**config.mk**
```make
export PLATFORM = sky130hd
export DESIGN_NAME = x_out_fifo_sync
export DESIGN_NICKNAME = d
export VERILOG_FILES = /design/src/rtl/x_out_fifo_sync.sv
export SDC_FILE = /design/constraint.sdc
export NUM_CORES = 1
export LEC_CHECK = 0
export BUFFER_PORTS_ARGS = -buffer_cell sky130_fd_sc_hd__buf_2
export CORE_ASPECT_RATIO = 1.2
export CORE_UTILIZATION = 57
export CTS_BUF_LIST = sky130_fd_sc_hd__clkbuf_2
export CTS_CLUSTER_DIAMETER = 40
export CTS_CLUSTER_SIZE = 20
export DETAILED_ROUTE_END_ITERATION = 8
export HOLD_SLACK_MARGIN = 0.03
export PLACE_DENSITY = 0.79
export SYNTH_ARGS = -nofsm -noshare
export SYNTH_HDL_FRONTEND = slang
export SYNTH_SLANG_ARGS = --single-unit
```
**constraint.sdc**
```tcl
create_clock -name CLK -period 7.45 [get_ports CLK]
set_input_delay 0.3725 -clock CLK [delete_from_list [all_inputs] [get_ports CLK]]
set_output_delay 0.3725 -clock CLK [all_outputs]
set_load 0.005 [all_outputs]
```
**src/rtl/x_out_fifo_sync.sv**
```systemverilog
// Single-clock multi-lane output FIFO with optional 2:1 serialising read.
// Storage is not reset; pointers, count, phase, Q and sticky flags clear synchronously.
module x_out_fifo_sync #(
  parameter int    NUM_CH             = 10,
  parameter int    DIN_W              = 8,
  parameter int    DEPTH              = 8,
  parameter int    ALMOST_EMPTY_VALUE = 1,
  parameter int    ALMOST_FULL_VALUE  = 1,
  parameter string OUTPUT_DISABLE     = "FALSE"
) (
  input  logic                       CLK,
  input  logic                       RESET,
  input  logic                       WREN,
  input  logic [NUM_CH*DIN_W-1:0]    D,
  input  logic                       RDEN,
  input  logic                       SPLIT,
  output logic [NUM_CH*DIN_W-1:0]    Q,
  output logic                       EMPTY,
  output logic                       FULL,
  output logic                       ALMOSTEMPTY,
  output logic                       ALMOSTFULL,
  output logic                       OVERFLOW,
  output logic                       UNDERFLOW,
  output logic [$clog2(DEPTH):0]     COUNT
);

  // state  | meaning
  // PH_LO  | next split read returns the low half of each lane (or full word when SPLIT=0)
  // PH_HI  | low half already delivered; next split read returns the high half and pops

  localparam int W    = NUM_CH * DIN_W;
  localparam int AW   = $clog2(DEPTH);
  localparam int CW   = AW + 1;
  localparam int HALF = DIN_W / 2;
  localparam bit OD   = (OUTPUT_DISABLE == "TRUE");

  localparam bit ATTR_OK = (NUM_CH >= 1) && (DIN_W >= 2) && (DIN_W % 2 == 0) &&
                           (DEPTH >= 4) && (DEPTH <= 64) && ((DEPTH & (DEPTH - 1)) == 0) &&
                           (ALMOST_EMPTY_VALUE >= 1) && (ALMOST_EMPTY_VALUE <= DEPTH - 2) &&
                           (ALMOST_FULL_VALUE >= 1) && (ALMOST_FULL_VALUE <= DEPTH - 2) &&
                           ((OUTPUT_DISABLE == "TRUE") || (OUTPUT_DISABLE == "FALSE"));

  if (!ATTR_OK) begin : g_attr_err
    $fatal(1, "x_out_fifo_sync: attribute error, illegal parameter value");
  end

  localparam logic [CW-1:0] FULL_TH = CW'(DEPTH);
  localparam logic [CW-1:0] AE_TH   = CW'(ALMOST_EMPTY_VALUE);
  localparam logic [CW-1:0] AF_TH   = CW'(DEPTH - ALMOST_FULL_VALUE);

  typedef enum logic {PH_LO = 1'b0, PH_HI = 1'b1} ph_t;

  logic [W-1:0]  mem [DEPTH];
  logic [AW-1:0] wr_ptr;
  logic [AW-1:0] rd_ptr;
  logic [CW-1:0] count;
  logic [CW-1:0] count_nxt;
  logic [W-1:0]  q_reg;
  logic [W-1:0]  rd_word;
  logic [W-1:0]  split_word;
  logic          ovf;
  logic          udf;
  logic          wr_ok;
  logic          rd_ok;
  logic          pop;
  ph_t           ph;
  ph_t           ph_nxt;

  assign EMPTY       = (count == '0);
  assign FULL        = (count == FULL_TH);
  assign ALMOSTEMPTY = (count <= AE_TH);
  assign ALMOSTFULL  = (count >= AF_TH);
  assign OVERFLOW    = ovf;
  assign UNDERFLOW   = udf;
  assign COUNT       = count;
  assign Q           = OD ? '0 : q_reg;

  assign wr_ok   = WREN & ~FULL;
  assign rd_ok   = RDEN & ~EMPTY;
  assign rd_word = mem[rd_ptr];

  always_comb begin
    ph_nxt = ph;
    pop    = 1'b0;
    if (rd_ok) begin
      if (!SPLIT) begin
        pop = 1'b1;
      end else if (ph == PH_LO) begin
        ph_nxt = PH_HI;
      end else begin
        ph_nxt = PH_LO;
        pop    = 1'b1;
      end
    end
  end

  always_comb begin
    count_nxt = count;
    case ({wr_ok, pop})
      2'b10:   count_nxt = count + CW'(1);
      2'b01:   count_nxt = count - CW'(1);
      default: count_nxt = count;
    endcase
  end

  // Serialised lanes carry the selected half in the low bits, upper half zeroed.
  always_comb begin
    split_word = '0;
    for (int i = 0; i < NUM_CH; i++) begin
      split_word[i*DIN_W +: HALF] = (ph == PH_HI) ? rd_word[i*DIN_W+HALF +: HALF]
                                                  : rd_word[i*DIN_W +: HALF];
    end
  end

  always_ff @(posedge CLK) begin
    if (RESET) ph <= PH_LO;
    else       ph <= ph_nxt;
  end

  always_ff @(posedge CLK) begin
    if (RESET) begin
      wr_ptr <= '0;
      rd_ptr <= '0;
      count  <= '0;
      q_reg  <= '0;
      ovf    <= 1'b0;
      udf    <= 1'b0;
    end else begin
      count <= count_nxt;
      if (wr_ok) wr_ptr <= wr_ptr + AW'(1);
      if (pop)   rd_ptr <= rd_ptr + AW'(1);
      if (rd_ok) q_reg  <= SPLIT ? split_word : rd_word;
      if (WREN && FULL)  ovf <= 1'b1;
      if (RDEN && EMPTY) udf <= 1'b1;
    end
  end

  always_ff @(posedge CLK) begin
    if (!RESET && wr_ok) mem[wr_ptr] <= D;
  end

endmodule
```
; ---- Word-level counts from Yosys, hierarchy flattened
; Memory sizes are Yosys's and may differ from the RTL's. A register that Yosys moved wholly into a read port is not among the register bits.
; Index checks and enable logic that the tools add are counted.
[word_totals]
reg_bits = 93
ramBits = 640
input_bits = 85
elab_cells = 48
mem_count = 1
[op_classes]
n_addsub = 4
order_cmp = 2
eq_ne = 3
n_mux = 20
bitwise = 4
reduce_logical = 7
[memory_table]
columns = memory, depth, width, rd, rd_ports_with_merged_regs, write_ports, line_no
row1 = mem, 8, 80, 1, 1, 1, 53  ; logic [W-1:0] mem [DEPTH];
[ops]
columns = operator, n
row1 = $mux W80, 1
row2 = $mux W4, 10
row3 = $pmux W4 S2, 1
row4 = $add A3 B1 Y3 const B, 2
row5 = $mux W1, 6
row6 = $mux W3, 2
row7 = $add A4 B1 Y4 const B, 1
row8 = $eq A4 B4 Y1 const B, 1
row9 = $ge A4 B3 Y1 const B, 1
row10 = $le A4 B1 Y1 const B, 1
row11 = $logic_not A4 Y1, 1
row12 = $sub A4 B1 Y4 const B, 1
row13 = $logic_and A1 B1 Y1, 3
row14 = $and A1 B1 Y1, 2
row15 = $eq A2 B1 Y1 const B, 1
row16 = $eq A2 B2 Y1 const B, 1
row17 = $not A1 Y1, 2
row18 = $reduce_and A2 Y1, 1
row19 = $reduce_bool A2 Y1, 1
row20 = $logic_not A1 Y1, 1

; ---- Depth between registers and ports, before layout
; Gate-level depths: netlist of run 1.
[logic_depth]
ltp_word = 6
depth_mapped = 11
ltp_nobuf = 10

; ---- Worst setup path after synthesis of run 1
; No wires, ideal clock.
[synth_timing]
path_kind = register to register
start = register count[0], in the netlist COUNT[0]
end = memory mem[2][0] (netlist name), enable pin
setup_time_ns = 0.616
arrival_time_ns = 6.550
t_required_ns = 6.834
path_slack_ns = 0.284
stages_incl_launch_ff = 6
period_less_slack_ns = 7.166
cell_sequence = dfxtp_1 > inv_1 > ha_1 > nand3b_1 > nand2_1 > nor3_1
[synth_between]
elab_chain_cells = 6
[synth_lines]
columns = element, line_no
row1 = start: declaration, 56  ; logic [CW-1:0] count;
row2 = start signal: assignment, 129  ; count <= count_nxt;
row3 = $eq A4 B4 Y1, 70  ; assign FULL = (count == FULL_TH);
row4 = $not A1 Y1, 78  ; assign wr_ok = WREN & ~FULL;
row5 = $and A1 B1 Y1, 78
row6 = $logic_and A1 B1 Y1, 139  ; if (!RESET && wr_ok) mem[wr_ptr] <= D;
row7 = $mux W1, 139
row8 = $mux W1 (implied by the code), 139
row9 = end: declaration, 53
; Every way passes these cells.

; ---- Worst setup path after layout of run 1
[layout_timing]
start = register count[0], in the netlist COUNT[0]
end = memory mem[6][48] (netlist name), enable pin
; The elaborated chain is that of the path after synthesis.

==> results of run 1 <==
metal layers:
metal  wire length (um)  vias up  track usage [%]
met5                 13        -                0
met4               1300        2             6.86
met1              23400     7229             34.1
li1                   -     6015                -
met2              29100      615             39.7
met3               4160       86             3.49
worst min-delay path by stage:
stage / from / end / slack (ns) / cells past startpoint
5_1_grt: D[13] / mem[5][13] / 0.03 / 2
6_report: D[4] / mem[0][4] / 0.13 / 2
2_1_floorplan: OVERFLOW / OVERFLOW / 0.46 / 2
3_3_place_gp: UNDERFLOW / UNDERFLOW / 0.44 / 2
3_5_place_dp: OVERFLOW / OVERFLOW / 0.46 / 2
4_1_cts: D[70] / mem[6][70] / 0.03 / 2
cells in the final DEF, fill, tap and decap left out, types with 42 or more instances in the layout:
cell and instances:
mux4_2 160, buf_2 174, dfxtp_1 93, edfxtp_1 640
clkbuf_2 61, mux2i_1 42, nor2_1 55, dlygate4sd3_1 155
a22oi_1 64
cell families (layout without fill, tap and decap cells):
group / count (synthesis) / in the layout / share of synthesized area, %
XOR/XNOR: 8 / 8 / 0.254
buffers and inverters: 78 / 465 / 1.60
AND/OR/NAND/NOR: 88 / 88 / 1.43
multiplexers: 242 / 242 / 16.2
flip-flops: 736 / 736 / 76.8
AO/OA/AOI/OAI: 129 / 129 / 3.38
other: 0 / 2 / 0
adder cells (fa/ha/maj): 7 / 7 / 0.318
worst max-delay path, stage by stage (launching register included):
cell and delay [ns]:
dfxtp_1 0.52, inv_1 0.11, ha_1 0.22, nand3b_1 0.19, nand3_1 0.36, nor2_4 0.79, buf_4 0.90
area by class of cell:
cell class | instances | area, um2 | area share [%]
Antenna cell | 2 | 5.00 | 0.0160
Clock buffer | 61 | 305 | 0.974
Clock inverter | 43 | 442 | 1.41
Inverter | 6 | 22.5 | 0.0718
Multi-Input combinational cell | 474 | 6030 | 19.2
Sequential cell | 736 | 21200 | 67.5
Tap cell | 623 | 779 | 2.49
Timing Repair Buffer | 355 | 2620 | 8.35
sequential cells by signal (all words and copies together), names as in the netlist, named ones only:
register / count
rd_ptr: 3
wr_ptr: 3
ph: 1
OVERFLOW: 1
Q: 80
COUNT: 4
mem: 640
UNDERFLOW: 1
per-stage QoR:
| stage | instance area (um2) | power [W] | setup slack, ns |
|---|---|---|---|
| finish | 31400 | 0.00731 | 3.91 |
| floorplan | 27500 | 0.00525 | 0.284 |
| global placement | 29100 | 0.00553 | 4.05 |
| CTS | 31300 | 0.00735 | 3.89 |
| detailed placement | 29100 | 0.00556 | 3.93 |
| global route | 31400 | 0.00756 | 3.68 |
power breakdown:
part	switching, W	internal [W]	total [W]
logic	0.000460	0.000373	0.000833
clock network	0.00132	0.000451	0.00177
registers	0.0000961	0.00461	0.00471
total	0.00187	0.00543	0.00731
what timing repair did:
item,CTS,global route
setup buffers,0,0
hold endpoints to repair,700,2
hold buffers,154,1
==> results.txt, run 1 <==
The flow ran to the end, and the final reports show no timing, DRC or antenna violations. After synthesis the cells add up to around 28000 um2. The time the worst path needs with I/O delays and setup is 3.54 ns. The data arrival at the endpoint of the critical path came out at around 4.2 ns.

The overall die height came out at approximately 240 um. The layout overhead on the synthesized area came out at 13.9%. After detailed routing, the average wire length per cell comes to about 25 um. The leakage power of the design is around 10 nW.

The worst-case clock skew came out at between 0.07 and 0.08 ns. The total clock buffers created by CTS came out at 56. Counting flops with a built-in enable in the synthesized netlist gives 640. The routability-driven placement congestion ratio came out at between 0.8 and 0.9.

The starting utilization of the core area came out at roughly 58%. The setup path with the least slack is of type flip-flop to flip-flop. From left edge to right edge, the die measures 203 um.

The number of DRC violations after detailed-routing iteration 0 is about 1400. The max-slew violation count came out at 0. At the end of the flow the core is filled with cells to about 66%. The maximum fanout along the worst path is about 60. The number of cell rows came out at 87. The max-capacitance violation count is 0.

In the routed layout, each cell is associated on average with a via count of 6.06. The type of the worst min-delay path is input pin to flip-flop. In the global route stage, overall resource usage came out at approximately 24%.

The source of the critical timing path is COUNT[0]. The total of cells resized after clock tree synthesis came out at 0. The detailed-routing iteration count for the pre-antenna-repair pass came out at 5.

Setup repair after global routing left no endpoint under its margin. The synthesized design devotes to its leading area cell type 69.8% of total area. The area of the die is 49200 um2.

The clock latency of the later-clocked register in the worst-skew pair came out at around 1.1 ns. The maximum number of pins on one net before global-route repair came out at 63. The transition time of the tightest slew-check pin came out at roughly 1.1 ns.

STA puts the critical path data required time at 8.13 ns. The synthesized area per cell came out at 21.4 um2. The number of setup violations in the final report came out at 0. The number of fill cells is about 3000. The worst setup path is captured at a flip-flop. By count the netlist is led by edfxtp_1 (640), mux4_2 (160), dfxtp_1 (96), a22oi_1 (64), nor2_1 (59). The post-route antenna net violation count came out at 0. The capture point of the worst path is mem[6][48]. For this run the aggregate overflow at the end of global routing stands at 0. The final-stage net count is around 1700. The portion of the clock cycle consumed by the worst path in the final layout is a little under half. The clock sink count came out at ~740. Ranked by total cell area, the synthesized netlist is headed by edfxtp_1 (70%), mux4_2 (13%), dfxtp_1 (7.0%).

The detailed placement HPWL is approximately 33000 um. The number of top-level pins is between 150 and 200. The internal reg-to-reg setup slack is a little under 4 ns.

TritonCTS built the clock tree. The first global-routing pass estimated slightly below 90000 um of wire. Measured against its own limit, the worst slew margin works out to approximately 28%. The distinct cell type count of the synthesized netlist came out at 36.

After routing, the total negative slack on setup checks comes to 0 ns. The number of antenna violations at the first check in global routing came to 3. The routed layout has roughly 14000 vias. The startpoint of the most critical register-to-register path is COUNT[0]. The post-synth net total came out at ~1400.

The clock tree root driver cell is clkbuf_2. After clock tree synthesis, the clock-pin slew on the worst setup and hold paths is about 0.30 ns. Synthesis produced a netlist whose cell count is ~1300.

The endpoint of the most critical register-to-register path is mem[6][48]. For this run, the leading register cell type out of synthesis is edfxtp_1. The via count of the first global-routing pass is ~14000. Dividing total power by cell area gives a power density of 233 nW/um2. STA classifies the critical path startpoint as a flip-flop. The count of warnings emitted by yosys came out at 0. The cell taking the most area after synthesis is edfxtp_1. The sequential-to-total area share from yosys stat is 76.8%.

The maximum buffer depth of the clock tree is 3. Final hold analysis gives a worst-case slack of between 0.1 and 0.15 ns. The share of cells above drive strength 1 came out at a little under a third.

The total routed wirelength is ~58000 um. The number of H-tree levels is 2. The total of buffers placed on input and output ports is 174.

The number of hold violations in the final report is 0. The share of flip-flops with an asynchronous set or reset after synthesis came out at 0%. The number of placed instances, taps included, is between 2000 and 2500. The total DRC errors in the routed layout is 0. The maximum vdd drop is around 100 uV. For this run, the number of standard cells in the final layout without fillers is 2300.

The placeable core area came out at about 47000 um2. The number of cells traversed by the worst register-to-register path is 6. Among all cell types in the netlist, the one instantiated most often is edfxtp_1.

For this run, the top clock speed supported by timing is ~0.28 GHz. The number of synthesized register bits is between 700 and 800.
Power figures use the tool's default switching activity.
==> run 2, diff against run 1 <==
clock period = 3.25 ns   (was 7.45 ns; I/O delays follow)
==> run 2 against run 1 <==
Effect of this change:
- combinational power rose by 140%
- routed wire length down 0.70%
- global-route usage shrank 0.061 points
- first-iteration DRC count down 7.8%
- hold slack gained 0.033 ns
==> results.txt, run 2 (synthesis results as in run 1) <==
The flow ran to the end, and the final reports show no timing, DRC or antenna violations. The detailed-route wire length per cell is roughly 25 um. The peak per-stage delay on the critical path is around 0.50 ns.

The layout overhead on the synthesized area came out at 15.8%. TritonCTS built the clock tree. The clock tree root driver cell is clkbuf_2. The final-stage net count came out at approximately 1800.

The leakage power of the design is a little over 10 nW. The library cell used most frequently in the layout, excluding fill and tap cells, is edfxtp_1. The total overflow left after global routing is 0. The clock sink count came out at around 740. The share of cells above drive strength 1 is 32.9%.

The total DRC errors in the routed layout came out at 0. The area after detailed placement is between 20000 and 30000 um2. The wire length of the first global-routing pass is between 80000 and 90000 um. In the final timing run, aggregate negative setup slack is 0 ns. The type of element capturing the critical path is an output port. The number of hold violations in the final report came out at 0. The number of flip-flops in the largest register came out at 640.

The area of the die came out at ~49000 um2. In this run, the number of DRC markers left after iteration 0 of detailed routing was about 1300. Input and output buffers added on the ports amount to 174. For the pin with the worst max-slew slack, the measured transition is around 0.78 ns. The slowest stage cell on the critical path is or3b_1. The maximum fanout along the worst path came out at 6. Summing all flip-flop and latch instances after layout gives ~21000 um2.

The register with the highest flop count is mem. From left edge to right edge, the die measures slightly above 200 um. Summing all multi-input logic gate instances after layout gives between 6000 and 7000 um2.

After clock tree synthesis, the clock-pin slew on the worst setup and hold paths is ~0.27 ns. Walking the worst path, the cells encountered are inv_2, ha_2, or3b_1, inv_2, buf_2. The worst path in the final design needs a cycle of approximately 2.7 ns, including I/O delays and setup. The detailed placement HPWL is 33100 um. Global routing consumed, over all layers together, about a quarter of the routing resources. The number of placed instances with taps included came out at approximately 2000. The portion of the clock cycle consumed by the worst path in the final layout is a little over four fifths. The min-delay analysis places its worst path in the category input pin to flip-flop. The post-route antenna net violation count came out at 0. The number of antenna violations at the first check in global routing came out at 7. The top cell types in the final layout, fill and taps aside, are edfxtp_1 (640), buf_2 (174), dlygate4sd3_1 (172), mux4_2 (160), dfxtp_1 (91). The via count of the first global-routing pass is ~15000.

For the worst-skew pair, the clock arrives at the later sink with an insertion delay of about 1.1 ns. The total routed wirelength is between 50000 and 60000 um. Setup repair after global routing left no endpoint under its margin. The type of origin of the critical path is a flip-flop. The layout has 2991 filler cells. Once the floorplan was initialized, standard cells occupied 58.2% of the core. The tightest slew margin relative to the limit came out at 47.8%. Derived from the worst setup path, the maximum achievable clock frequency is between 0.3 and 0.4 GHz.

The total number of vias came out at about 14000. By startpoint and endpoint, the worst setup path is classified as flip-flop to output port. Entering global routing, the biggest net connects between 70 and 80 pins. The cell type with the highest occurrence count on the critical path is inv_2.

The number of setup buffers added after CTS is 0. The overall die height is about 240 um. The worst-case clock skew came out at roughly 0.12 ns. The number of cells in the finished layout apart from fillers is 2345. The maximum vdd drop came out at 260 uV. The detailed-routing iteration count for the pre-antenna-repair pass is 5.

Dividing the detail-routed via count by the number of cells gives roughly 6.0. The design area came out at about 32000 um2. Data on the critical path is required at its endpoint by 3.09 ns. The core utilization of the finished layout came out at between 60% and 70%. Power spread over the standard cell area amounts to approximately 530 nW/um2.

The max-slew violation count came out at 0. The placeable core area is ~47000 um2. CTS built an H-tree with a depth of 3.

The number of cell rows is just under 90. The number of setup violations in the final report is 0. For this design the top-level I/O count stands at roughly 180. For the worst setup path, the data arrival time is about 2.6 ns. The max-capacitance violation count came out at 0. The total clock buffers created by CTS is 67. The final-layout worst hold slack is ~0.16 ns. The maximum buffer depth of the clock tree is 3. Routability-driven placement finished with a final weighted congestion of approximately 0.82.
[run 2: repair_timing]
item | 4_1_cts | 5_1_grt
hold endpoints to repair | 1299 | 0
hold buffers | 172 | 0
gates resized for setup | 0 | 0
[run 2: routing by layer]
metal / up-vias / wire [um] / share of wire, % / track usage [%]
li1: 6107 / - / - / -
met1: 7204 / 22400 / 39 / 31.9
met2: 616 / 28500 / 49 / 39.1
met3: 135 / 4410 / 7.7 / 4.26
met4: 8 / 2250 / 3.9 / 11.5
met5: - / 57 / 0.099 / 0
[run 2: final cells by class]
type,count,area share [%]
clock inverter,44,1.30
sequential,736,66.4
timing repair buffer,380,9.52
tap,623,2.44
multi-input combinational,474,19.0
antenna,3,0.0235
inverter,6,0.0706
clock buffer,79,1.24
[run 2: critical path, delay by kind of cell (launching register included)]
family	cells	cell delay (ns)
adder cells (fa/ha/maj)	1	0.18
buffers and inverters	3	0.46
flip-flops	1	0.39
AND/OR/NAND/NOR	1	0.50
[run 2: through the flow]
step           worst slack [ns]  total power (W)
2_1_floorplan            -0.311           0.0120
3_3_place_gp              0.819           0.0127
3_5_place_dp              0.796           0.0128
4_1_cts                   0.433           0.0170
5_1_grt                   0.430           0.0175
6_report                  0.527           0.0169
[run 2: final timing paths]
| kind | to | from | slack [ns] | cells after the start |
|---|---|---|---|---|
| worst max-delay path | EMPTY | COUNT[1] | 0.53 | 5 |
| worst max register to register | COUNT[3] | COUNT[1] | 0.74 | 10 |
| worst min register to register | OVERFLOW | OVERFLOW | 0.49 | 2 |
| worst min-delay path | rd_ptr[0] | RDEN | 0.16 | 5 |
[run 2: power by group]
group | internal (W) | switching, W
registers | 0.0106 | 0.000233
clock network | 0.000974 | 0.00314
logic | 0.000916 | 0.00107
==> run 3, diff against run 2 <==
CORE_UTILIZATION = 60   (was 57)
clock period = 2.7 ns   (was 3.25 ns; I/O delays follow)
==> run 3 against run 2 <==
Effect of this change:
- cell count barely moved
- critical path type unchanged
- die area decreased by 5.0%
- sequential share of layout area fell by 0.71 points
- sequential power rose by 20%
- worst setup slack worse by 0.39 ns
- clock-buffer cell count shrank 16
- routed wire length increased by 2.3%
- clock skew is 0.0045 ns lower
- clock power grew 22%
- via count is 0.67% higher
==> results.txt, run 3 (synthesis results as in run 1) <==
The flow ran to the end, and the final reports show no timing, DRC or antenna violations. Dividing the detail-routed via count by the number of cells gives approximately 6.0. The number of top-level pins is about 180. The maximum fanout along the worst path came out at 5.

The clock arrives with 0.111 ns of skew. The met3 routed wirelength is ~4400 um. For the pin with the worst max-slew slack, the measured transition is 0.715 ns. At the later pin of the worst-skew pair, clock insertion delay measures around 1.2 ns. The total DRC errors in the routed layout came out at 0.

For this run, the top clock speed supported by timing is ~0.4 GHz. Setup violations remaining at the end of the flow were counted as 0. The type of origin of the critical path is a flip-flop. The path class of the tightest hold or removal check is input pin to flip-flop.

The routability-driven placement congestion ratio came out at a little under 0.8. TritonCTS built the clock tree. The time the worst path needs with I/O delays and setup came out at 2.56 ns. The footprint of the multi-input gates came out at 6080 um2.

The maximum buffer depth of the clock tree is 3. The overall die height came out at 237 um. Counting the buffers created by CTS gives 59. The final-stage net count came out at approximately 1800. The clock tree root driver cell is clkbuf_2.

Measured against its own limit, the worst slew margin works out to between 50% and 60%. The met2 layer wire length in the routed design is between 20000 and 30000 um. Port buffering added about 170 buffers. The power density over the cells is 637 nW/um2.

The H-tree was split into 2 levels. The detailed router used layers up to and including met5. The post-route antenna net violation count came out at 0.

The layout overhead on the synthesized area is 17.1%. In the final layout, flip-flops and latches occupy about 21000 um2. The initial utilization of the core area, before any placement, comes to about three fifths. The placed instances occupy a cell area of a little under 30000 um2.

Counting flops per register, the top entry is mem. The via count of the first global-routing pass is approximately 15000. The initialized floorplan defines 85 standard-cell rows.

The number of DRC violations after detailed-routing iteration 0 came out at between 1000 and 1500. The detailed-routing iteration count for the pre-antenna-repair pass is 5. After clock tree synthesis, the clock-pin slew on the worst setup and hold paths is between 0.3 and 0.4 ns.

Entering global routing, the biggest net connects between 80 and 90 pins. The total area inside the core boundary comes to roughly 45000 um2. The wire length of the first global-routing pass is approximately 90000 um.

The category of the most critical setup path is flip-flop to output port. Leaving out fill and tap cells, the most frequent cell in the layout is edfxtp_1. Excluding fillers, the count of instances in the completed layout stands at about 2300.

The number of hold violations in the final report is 0. The portion of the clock cycle consumed by the worst path in the final layout came out at between 90% and 100%. The max-slew violation count is 0. The number of placed instances with taps included is between 2000 and 2500. STA classifies the critical path endpoint as an output port. The max-capacitance violation count is 0. Summing all non-filler instances in the final layout gives an area of 32200 um2. The total routed wirelength came out at ~59000 um. Setup repair after global routing left no endpoint under its margin. The share of cells above drive strength 1 is approximately 33%. The met1 layer wirelength in the final routing is 23400 um. The data arrival at the endpoint of the critical path came out at about 2.4 ns. The number of fill cells came out at 2689. The clock sink count came out at 736.

The leakage power of the design came out at 10.5 nW. The worst path required time came out at between 2 and 3 ns. The maximum vdd drop is around 320 uV. Summing over every cut layer, the via total after detailed routing is ~14000. The top cell types in the final layout, fill and taps aside, are edfxtp_1 (640), buf_2 (173), dlygate4sd3_1 (171), mux4_2 (160), dfxtp_1 (91). The overall overflow remaining after global route came out at 0.

The number of flip-flops in the largest register came out at 640. The detailed placement HPWL is around 35000 um. In this run the horizontal extent of the chip is between 150 and 200 um. The detailed-route wire length per cell came out at 25.1 um. The global-route usage over all layers came out at a little over a quarter. The die covers 46800 um2. The number of antenna violations at the first check in global routing is 7.
run 3: cell types whose count changed in the layout (fill, tap and decap cells not counted), sizes merged:
cell         delta
inv             +4
clkinvlp        -2
buf            +23
clkbuf         -16
dlygate4sd3     -1
diode           +2
clkinv          +1
bufinv          +2
run 3: metrics by stage:
stage                     setup WS [ns]  hold slack, ns  util [%]  setup TNS [ns]  total power, W
final                             0.136           0.231      71.5               0          0.0205
after CTS                       0.00499           0.105      71.5               0          0.0206
after floorplan                  -0.553           0.234         -         -207.07          0.0145
after global routing             0.0148           0.158      71.5               0          0.0213
after global placement            0.363           0.398      65.8               0          0.0154
after detailed placement          0.302           0.403      65.8               0          0.0155
run 3: area by class of cell:
type	instances	area share (%)
multi-input cells	474	18.9
clock buffers	63	0.978
diodes	5	0.0388
inverters	6	0.109
repair buffers	402	10.5
well taps	609	2.36
clock inverters	49	1.47
flip-flops and latches	736	65.6
run 3: metal layers:
| layer | GRT usage (%) | vias up |
|---|---|---|
| li1 | - | 6149 |
| met1 | 36.2 | 7325 |
| met2 | 43.2 | 585 |
| met3 | 4.97 | 101 |
| met4 | 7.96 | 4 |
| met5 | 0 | - |
run 3: critical path, cell delays in order, from the launching register on:
cell     delay (ns)
dfxtp_4        0.43
inv_4          0.07
ha_4           0.14
or3b_4         0.42
inv_8          0.09
buf_6          0.09
run 3: timing repair:
item | CTS | global route
endpoints found under the setup margin | 1 | 1
hold buffers | 171 | 0
setup buffers | 5 | 0
resized for setup | 10 | 0
pin swaps | 0 | 0
hold endpoints to repair | 1376 | 0
run 3: power by group:
part	leakage, nW	internal [W]	switching (W)
combinational	3.42	0.00119	0.00137
sequential	6.57	0.0127	0.000228
clock	0.492	0.00124	0.00378
total	10.5	0.0151	0.00537
run 3: final timing paths:
kind                              endpoint  slack [ns]  startpoint  depth (start not counted)
worst min-delay path            mem[4][78]        0.23       RESET                          5
worst max-delay path                 EMPTY        0.14    COUNT[1]                          5
worst max register to register  mem[6][48]        0.25    COUNT[1]                          6
worst min register to register   UNDERFLOW        0.53   UNDERFLOW                          2
